==> config.mk <==
export PLATFORM = sky130hd
export DESIGN_NAME = conv_postproc
export DESIGN_NICKNAME = d
export VERILOG_FILES = /design/src/rtl/conv_postproc.sv
export SDC_FILE = /design/constraint.sdc
export NUM_CORES = 1
export LEC_CHECK = 0
export CAP_MARGIN = 0
export CORE_AREA = 3 3 103 105
export CTS_CLUSTER_SIZE = 14
export DETAILED_ROUTE_END_ITERATION = 6
export DIE_AREA = 0 0 106 108
export PLACE_DENSITY = 0.77
export SLEW_MARGIN = 25
export SYNTH_ARGS = -nofsm -noshare
export SYNTH_HDL_FRONTEND = slang
export SYNTH_SLANG_ARGS = --single-unit
==> constraint.sdc <==
create_clock -name iCLK -period 2.5 [get_ports iCLK]
set_input_delay 0.5 -clock iCLK [delete_from_list [all_inputs] [get_ports iCLK]]
set_output_delay 0.5 -clock iCLK [all_outputs]
set_load 0.01 [all_outputs]
==> src/rtl/conv_postproc.sv <==
// Convolution post-processor: border masking, optional binarization and a per-frame
// edge-pixel count on a raster stream. All outputs are registered (1-cycle latency).
module conv_postproc #(
    parameter int IMG_W  = 640,
    parameter int IMG_H  = 480,
    parameter int BORDER = 2
) (
    input  logic        iCLK,
    input  logic        iRST,
    input  logic [11:0] iDATA,
    input  logic        iDVAL,
    input  logic        iCLR,
    input  logic        iBIN_EN,
    input  logic [11:0] iTHRESH,
    output logic [11:0] oDATA,
    output logic        oDVAL,
    output logic [9:0]  oX,
    output logic [8:0]  oY,
    output logic        oSOF,
    output logic        oEOF,
    output logic [18:0] oEDGE_CNT,
    output logic        oCNT_VLD
);

    localparam logic [9:0] LAST_X   = 10'(IMG_W - 1);
    localparam logic [8:0] LAST_Y   = 9'(IMG_H - 1);
    localparam logic [9:0] BORDER_X = 10'(BORDER);
    localparam logic [8:0] BORDER_Y = 9'(BORDER);

    logic [9:0]  r_x;
    logic [8:0]  r_y;
    logic [18:0] r_acc;

    logic        w_first;
    logic        w_last_x;
    logic        w_last;
    logic        w_masked;
    logic        w_hit;
    logic        w_edge;
    logic [11:0] w_pix;
    logic [18:0] w_acc_next;

    always_comb begin
        w_first    = (r_x == '0) && (r_y == '0);
        w_last_x   = (r_x == LAST_X);
        w_last     = w_last_x && (r_y == LAST_Y);
        w_masked   = (r_x < BORDER_X) || (r_y < BORDER_Y);
        w_hit      = (iDATA >= iTHRESH);
        w_edge     = !w_masked && w_hit;
        w_acc_next = r_acc + 19'(w_edge);
        w_pix      = '0;
        if (!w_masked) begin
            w_pix = iBIN_EN ? {12{w_hit}} : iDATA;
        end
    end

    always_ff @(posedge iCLK or negedge iRST) begin
        if (!iRST) begin
            r_x       <= '0;
            r_y       <= '0;
            r_acc     <= '0;
            oDATA     <= '0;
            oDVAL     <= 1'b0;
            oX        <= '0;
            oY        <= '0;
            oSOF      <= 1'b0;
            oEOF      <= 1'b0;
            oEDGE_CNT <= '0;
            oCNT_VLD  <= 1'b0;
        end else if (iCLR) begin
            // Restart drops any concurrent pixel; data/position outputs keep their last value.
            r_x      <= '0;
            r_y      <= '0;
            r_acc    <= '0;
            oDVAL    <= 1'b0;
            oSOF     <= 1'b0;
            oEOF     <= 1'b0;
            oCNT_VLD <= 1'b0;
        end else begin
            oDVAL    <= iDVAL;
            oSOF     <= iDVAL && w_first;
            oEOF     <= iDVAL && w_last;
            oCNT_VLD <= iDVAL && w_last;
            if (iDVAL) begin
                oDATA <= w_pix;
                oX    <= r_x;
                oY    <= r_y;
                if (w_last) begin
                    r_x       <= '0;
                    r_y       <= '0;
                    r_acc     <= '0;
                    oEDGE_CNT <= w_acc_next;
                end else begin
                    r_acc <= w_acc_next;
                    if (w_last_x) begin
                        r_x <= '0;
                        r_y <= r_y + 9'd1;
                    end else begin
                        r_x <= r_x + 10'd1;
                    end
                end
            end
        end
    end

endmodule

After elaboration in Yosys (flattened, before gate mapping)
Cells that the tools add are included.

storage, ports and cells
  register bits after elaboration = 91
  input port bits = 29
  output and inout port bits = 54
  logic and storage cells = 49

cells by class
  add/sub/neg operators = 3
  order comparisons = 3
  equality and inequality tests = 2
  mux-type cells = 16
  bitwise logic cells = 1
  reductions and logical operators = 14

operator list
  cell                                                                    count
  19-bit two-way mux                                                      3
  10-bit two-way mux                                                      4
  9-bit two-way mux                                                       4
  12-bit two-way mux                                                      2
  19-bit by 1-bit adder with 19-bit output                                1
  12-bit >= comparator                                                    1
  10-bit by 1-bit adder with 10-bit output (second input constant)        1
  10-bit equality test (second input constant)                            1
  10-bit zero test                                                        1
  10-bit by 2-bit < comparator with 1-bit output (second input constant)  1
  9-bit by 1-bit adder with 9-bit output (second input constant)          1
  9-bit equality test (second input constant)                             1
  9-bit zero test                                                         1
  9-bit by 2-bit < comparator with 1-bit output (second input constant)   1
  1-bit logical AND                                                       5
  2-bit AND reduction                                                     2
  1-bit two-way mux                                                       3
  3-bit AND reduction                                                     1
  3-bit nonzero test                                                      1
  2-bit nonzero test                                                      1
  1-bit zero test                                                         1
  1-bit logical OR                                                        1
  1-bit NOT                                                               1

Logic depth before layout (Yosys ltp)
Gate-level depths: netlist (run 1).

  depth after elaboration = 8
  mapped depth = 14
  depth with buffers taken out = 14

Worst setup path before layout (run 1)
OpenSTA, ideal clock, no wires.

  kind = input to register
  start point = input iTHRESH[2]
  end point = register r_acc[12]
  setup time = 0.121 ns
  arrival = 2.773 ns
  required time = 2.379 ns
  setup slack = -0.394 ns
  cell stages on the path = 14
  buffers on the path = 0
  path through = inv_1 > ha_1 > nand2_1 > o21ai_0 > a221oi_1 > o31a_1 > nor2_1 > ha_1 > ha_1 > nand3_1 > nor3_2 > and3_1 > o21ai_2 > a22o_1

between the ends
  cells in the longest elaborated chain, start to end = 6

RTL lines
  item                                      line  text
  start: declaration                        14    input logic [11:0] iTHRESH,
  12-bit >= comparator                      48    w_hit = (iDATA >= iTHRESH);
  1-bit logical AND                         49    w_edge = !w_masked && w_hit;
  19-bit by 1-bit adder with 19-bit output  50    w_acc_next = r_acc + 19'(w_edge);
  19-bit two-way mux                        88    if (w_last) begin
  19-bit two-way mux                        84    if (iDVAL) begin
  19-bit two-way mux                        70    end else if (iCLR) begin
  end signal: assignment                    94    r_acc <= w_acc_next;
  end: declaration                          32    logic [18:0] r_acc;

No other way between the ends. The select of a mux whose other input is x is not followed.
A chain may end at the register's enable or synchronous reset.

Worst setup path after layout (run 1)
Ends and elaborated chain as after synthesis.

==> results.json, run 1 <==
{
  "violations": "setup timing",
  "period_needed_ns": 2.59,
  "cp_max_fo": 4,
  "multi_input_area_um2": 2580,
  "cts.root.buffer_cell": "clkbuf_8",
  "critPathMaxStageDelay_ns": 0.31,
  "grt_setup_unrepaired": "yes",
  "path_buf_inv": 2,
  "power.total_mw": 2.91,
  "hold_violations": 0,
  "grt_pass1_vias": 3930,
  "layout_common_cells": "nand2_1 (104), dfrtp_1 (91), clkdlybuf4s50_1 (57), buf_4 (39), o21ai_0 (36)",
  "peakVddDrop_uv": 241,
  "avgSynthCellArea_um2": 9.29,
  "antenna_found_initial": 0,
  "post-route-period-util_pct": 104,
  "num-nets-final": 662,
  "hold_path.class": "primary input to asynchronous set/reset pin",
  "relSlewSlack_pct": 46.8,
  "layout_commonest_cell": "nand2_1",
  "tritoncts": "yes",
  "num-fill-cells": 792,
  "p_leak_nw": 2.93,
  "grt_overflow_total": 0,
  "fp.dieW_um": 106,
  "routed-via-count": 4021,
  "insertion_delay_ns": 0.38,
  "finalClockSkew_ns": 0.0136,
  "hold_ws_ns": 0.143,
  "synth_edf_count": 0,
  "ys_seq_area_share_pct": 48.9,
  "via_per_inst": 5.34,
  "ys_warn_count": 0,
  "wl_per_cell_um": 15.2,
  "drtAntennaViolNets": 0,
  "crit_type": "primary input to flip-flop",
  "areaGrowthSynthToFinish_pct": 39.1,
  "arrival_ns": 2.86,
  "antenna_cells": 0,
  "maxCapViolCount": 0,
  "drc_errors": 0,
  "critPathRequiredTime_ns": 2.77,
  "critPathTopFamily": "simple AND/OR/NAND/NOR gates",
  "portBuffers": 82,
  "hold_buffers": 0,
  "wl_um": 11500,
  "grt_usage_pct": 20.8,
  "cts.htree.levels": 3,
  "synth_nets": 548,
  "std_cell_rows": 36,
  "synth_ff_type": "dfrtp_1",
  "seq_area_um2": 2280,
  "tightest_slew_ns": 0.795,
  "async_flop_share_pct": 100,
  "grt_pass1_wl_um": 19100,
  "synth_cells": 501,
  "place.gp.congestion": 0.844,
  "synth-seq-cells": 91,
  "path_clk_slew_ns": 0.08,
  "max_freq_ghz": 0.386,
  "cp_common_cell": "ha_4",
  "slowest_stage": "nor3_4",
  "clk_path_buf_depth": 2,
  "start_kind": "primary input",
  "die_area_um2": 11400,
  "die_y_um": 108,
  "setup_ws_ns": -0.0910,
  "stdcell_count": 753,
  "drv_slew": 0,
  "ys_types": 51,
  "cts.sinks": 91,
  "path_cells": "buf_8 -> inv_12 -> ha_4 -> nand2_4 -> o21ai_4 -> a221oi_4 -> o31a_1 -> nor2_1 -> ha_2 -> ha_4 -> nand3_4 -> nor3_4 -> and3_4 -> o21ai_2 -> a22o_1",
  "end_kind": "flip-flop",
  "synth_area_leader_cell": "dfrtp_1",
  "yosysTopAreaCellShare_pct": 48.9,
  "dp_slack_ns": -1.06,
  "syn_area_um2": 4650,
  "dr.pass1.iters": 4,
  "dp_hpwl_um": 7860,
  "initial_utilization_pct": 47.8,
  "setup_viol": 8,
  "io_pins": 83,
  "drive_gt1_share_pct": 25.6,
  "drt-initial-drc-count": 226,
  "synth_area_leaders": "dfrtp_1 (49%), nand2_1 (8.7%), o21ai_0 (5.3%), ha_1 (4.8%), xnor2_1 (2.4%)",
  "grt_max_degree": 92,
  "powerDensity_nw_per_um2": 450,
  "final_util_pct": 66.5,
  "cts_buffers": 9,
  "core_area_um2": 9730,
  "status": "finished with violations",
  "dp_cells": 732
}
-- worst register-to-register path: cells and delay by family, from the launching register on --
family | cells | cell delay (ns)
flip-flops | 1 | 0.43
AO/OA/AOI/OAI | 2 | 0.33
AND/OR/NAND/NOR | 6 | 0.98
buffers and inverters | 2 | 0.25
adder cells (fa/ha/maj) | 2 | 0.37
-- synthesized netlist by cell type, types with 3 or more instances --
master and n:
nand2_1 108, dfrtp_1 91, o21ai_0 49, inv_1 22, nand3_1 22, nor2_1 21
ha_1 18, a21oi_1 15, clkbuf_1 15, o31ai_1 14, xnor2_1 13, xor2_1 10
nor3_1 9, and3_1 8, a21o_1 7, a211oi_1 6, mux2i_1 6, nand4_1 6
a22o_1 5, and3_2 4, and4_1 4, buf_2 4, nor3b_1 3, nor4_1 3
o21ai_2 3
-- worst paths after layout --
kind | from | end | slack, ns | cells past startpoint
worst min register to register | oEDGE_CNT[0]$_DFFE_PN0P_ | oEDGE_CNT[0]$_DFFE_PN0P_ | 0.47 | 2
min in group iCLK | iDATA[2] | oDATA[2]$_DFFE_PN0P_ | 0.47 | 3
worst max-delay path | iTHRESH[2] | r_acc[12]$_DFFE_PN0P_ | -0.09 | 15
worst min-delay path | iRST | oDVAL$_DFF_PN0_ | 0.14 | 2
worst max register to register | r_x[5]$_DFFE_PN0P_ | r_acc[6]$_DFFE_PN0P_ | 0.04 | 12
max in group asynchronous | iRST | r_acc[0]$_DFFE_PN0P_ | 1.96 | 2
-- where the power goes --
group          internal [mW]  switching, mW
combinational          0.145          0.184
clock                  0.561          0.522
sequential              1.49         0.0120
-- metrics by stage --
step	area, µm²	setup TNS [ns]
floorplan	4780	-1.38
global placement	5950	-28.67
detailed placement	5950	-32.11
CTS	6350	-0.188
global route	6470	-2.28
finish	6470	-0.223
-- routing by layer --
| metal | vias to the layer above | routed length, µm | GRT usage (%) |
|---|---|---|---|
| met4 | 0 | 153 | 7.68 |
| met5 | - | 0 | 0 |
| met2 | 113 | 5490 | 34.1 |
| met3 | 14 | 699 | 3.94 |
| met1 | 1934 | 5140 | 27.9 |
| li1 | 1960 | - | - |
-- flip-flops by register name (all words and copies together), names as in the netlist --
register and flops:
r_x 10, oDATA 12, oSOF 1, oEDGE_CNT 19, r_y 9, oX 10
oY 9, r_acc 19, oDVAL 1, oCNT_VLD 1
-- logic make-up after synthesis --
kind of cell,Yosys count,share of synthesized area [%]
xor gates and xnor gates,23,4.33
muxes,6,1.29
and+or+nand+nor,205,21.4
buffers and inverters,46,4.44
AOI/OAI and AO/OA,112,14.8
DFF,91,48.9
adders and majority gates,18,4.84
-- final cells by class --
class                           count  share of cell area, %
Sequential cell                    91                   35.2
Inverter                           22                   1.59
Timing Repair Buffer              127                   17.5
Clock inverter                      5                   1.20
Clock buffer                       11                   2.03
Tap cell                          133                   2.57
Multi-Input combinational cell    364                   39.9
-- repair_timing --
action                                  CTS  global route
pin swaps                                23            25
gates resized for setup                 129            36
setup buffers                             3             2
endpoints found under the setup margin   34            30
(Power assumes the default switching activity.)
==> run 2, diff against run 1 <==
- GPL_TIMING_DRIVEN: default -> 0
==> results.json, run 2 (same netlist as run 1, synthesis figures left out) <==
{
  "status": "finished with violations",
  "violations": "setup timing",
  "cts_buffers": 9,
  "dr.pass1.iters": 5,
  "fp.dieW_um": 106,
  "critPathMaxStageDelay_ns": 0.27,
  "end_kind": "flip-flop",
  "drive_gt1_share_pct": 23.6,
  "grt_overflow_total": 0,
  "layout_common_cells": "nand2_1 (104), dfrtp_1 (89), clkdlybuf4s50_1 (57), o21ai_0 (41), buf_4 (24)",
  "antenna_cells": 0,
  "dp_cells": 717,
  "areaGrowthSynthToFinish_pct": 40.4,
  "dp_hpwl_um": 8300,
  "insertion_delay_ns": 0.36,
  "slowest_stage": "ha_4",
  "setup_ws_ns": -0.109,
  "placed_area_um2": 5790,
  "drc_errors": 0,
  "min_to": "oX[7]$_DFFE_PN0P_",
  "num-nets-final": 666,
  "tightest_slew_ns": 0.546,
  "grt_pass1_wl_um": 19600,
  "rr_startpoint": "r_x[2]$_DFFE_PN0P_",
  "relSlewSlack_pct": 63.5,
  "fin_area_um2": 6530,
  "timing.rr.end": "r_acc[6]$_DFFE_PN0P_",
  "ff2ff_setup_slack_ns": -0.03,
  "grt_pass1_vias": 4102,
  "tritoncts": "yes",
  "drt-initial-drc-count": 195,
  "layout_commonest_cell": "nand2_1",
  "antenna_found_initial": 0,
  "die_y_um": 108,
  "finalClockSkew_ns": 0.0122,
  "max_freq_ghz": 0.383,
  "met2_wirelength_um": 5780,
  "holdPathStages": 2,
  "dr_wl_met3_um": 886,
  "period_needed_ns": 2.61,
  "reg.largest.list": "oEDGE_CNT x19, r_acc x19, oDATA x12",
  "grt_setup_unrepaired": "yes",
  "clk_path_buf_depth": 2,
  "wl_per_cell_um": 15.7,
  "maxCapViolCount": 0,
  "drv_slew": 0,
  "powerDensity_nw_per_um2": 489,
  "peakVddDrop_uv": 390,
  "p_leak_nw": 2.92,
  "path_cells": "buf_8 -> inv_12 -> ha_4 -> nand2_4 -> o21ai_4 -> a221oi_4 -> o31a_1 -> nor2_2 -> ha_4 -> ha_4 -> nand3_4 -> nor3_4 -> buf_6 -> and3_4 -> o21ai_2 -> a22o_1",
  "grt_max_degree": 70,
  "std_cell_rows": 36,
  "start_kind": "primary input",
  "critPathRequiredTime_ns": 2.74,
  "drtAntennaViolNets": 0,
  "cts.sinks": 91,
  "die_area_um2": 11400,
  "io_pins": 83,
  "wl_met1_um": 4970,
  "setup_viol": 10,
  "routed-via-count": 4197,
  "topRoutingLayerUsed": "met4",
  "hold_path.class": "flip-flop to flip-flop",
  "hold_violations": 0,
  "worstHoldStart": "oX[7]$_DFFE_PN0P_",
  "place.gp.congestion": 0.845,
  "cp_max_fo": 6,
  "grt_usage_pct": 21.1,
  "via_per_inst": 5.55,
  "stdcell_count": 756,
  "initial_utilization_pct": 47.8,
  "core_area_um2": 9730,
  "crit_type": "primary input to flip-flop",
  "post-route-period-util_pct": 104,
  "cts.root.buffer_cell": "clkbuf_8",
  "cts.htree.levels": 3,
  "setup_tns_ns": -0.500,
  "wl_um": 11900,
  "cp_common_cell": "ha_4",
  "path_clk_slew_ns": 0.08,
  "portBuffers": 82,
  "worst_r2r_path_depth": 12,
  "arrival_ns": 2.85
}
==> run 2: cell count changes in the layout (fill, tap and decap cells not counted), moves of 3 or more <==
cell | previous run | this run
o21ai_0 | 36 | 41
o21ai_1 | 13 | 8
buf_2 | 13 | 16
buf_4 | 39 | 24
clkbuf_1 | 2 | 14
bufinv_16 | 2 | 5
==> run 2: area by class of cell <==
class,count,area (µm²)
Sequential cell,91,2280
Clock inverter,5,150
Buffer,24,135
Inverter,22,103
Timing Repair Buffer,107,987
Multi-Input combinational cell,364,2580
Tap cell,133,166
Clock buffer,10,128
Fill cell,751,3200
==> run 2: worst max-delay path: cells and delay by family <==
kind / cells / cell delay, ns
compound gates: 5 / 0.76
simple gates: 5 / 0.71
fa+ha+maj: 3 / 0.62
buf+inv: 3 / 0.27
==> run 2: worst max path at each step <==
| stage | start | to | slack [ns] | cells after the start |
|---|---|---|---|---|
| final | iTHRESH[2] | r_acc[12]$_DFFE_PN0P_ | -0.11 | 16 |
| after global routing | iDATA[11] | r_acc[12]$_DFFE_PN0P_ | -0.18 | 15 |
| after CTS | iTHRESH[2] | r_acc[12]$_DFFE_PN0P_ | -0.04 | 16 |
| after detailed placement | iTHRESH[2] | oEDGE_CNT[18]$_DFFE_PN0P_ | -1.24 | 15 |
| after global placement | iRST | oDATA[8]$_DFFE_PN0P_ | -2.37 | 1 |
| after floorplan | iTHRESH[2] | r_acc[12]$_DFFE_PN0P_ | -0.21 | 14 |
==> run 2: repair_timing <==
item	4_1_cts	5_1_grt
resized for setup	139	18
setup endpoints to repair	35	42
pin swaps	28	17
hold buffers	1	0
buffers inserted	15	8
endpoints found under the hold margin	22	0
==> run 2: power by group <==
part           switching (mW)  total [mW]  internal (mW)
Clock                   0.493        1.35          0.861
Combinational           0.189       0.340          0.151
Sequential             0.0161        1.50           1.49
Total                   0.698        3.20           2.50
==> run 2: per-stage QoR <==
step / setup slack [ns] / total power [mW] / util, % / hold WS (ns)
2_1_floorplan: -0.208 / 1.66 / - / 0.204
3_3_place_gp: -2.37 / 1.80 / 59.2 / 0.461
3_5_place_dp: -1.24 / 1.81 / 59.5 / 0.371
4_1_cts: -0.0421 / 3.21 / 66.2 / 0.486
5_1_grt: -0.178 / 3.31 / 67.1 / 0.504
6_report: -0.109 / 3.20 / 67.1 / 0.478
==> run 2: routing by layer <==
layer,global-route usage (%),vias up
met5,0,-
met4,8.23,0
met3,5.31,27
met2,35.0,160
met1,26.7,2020
li1,-,1990
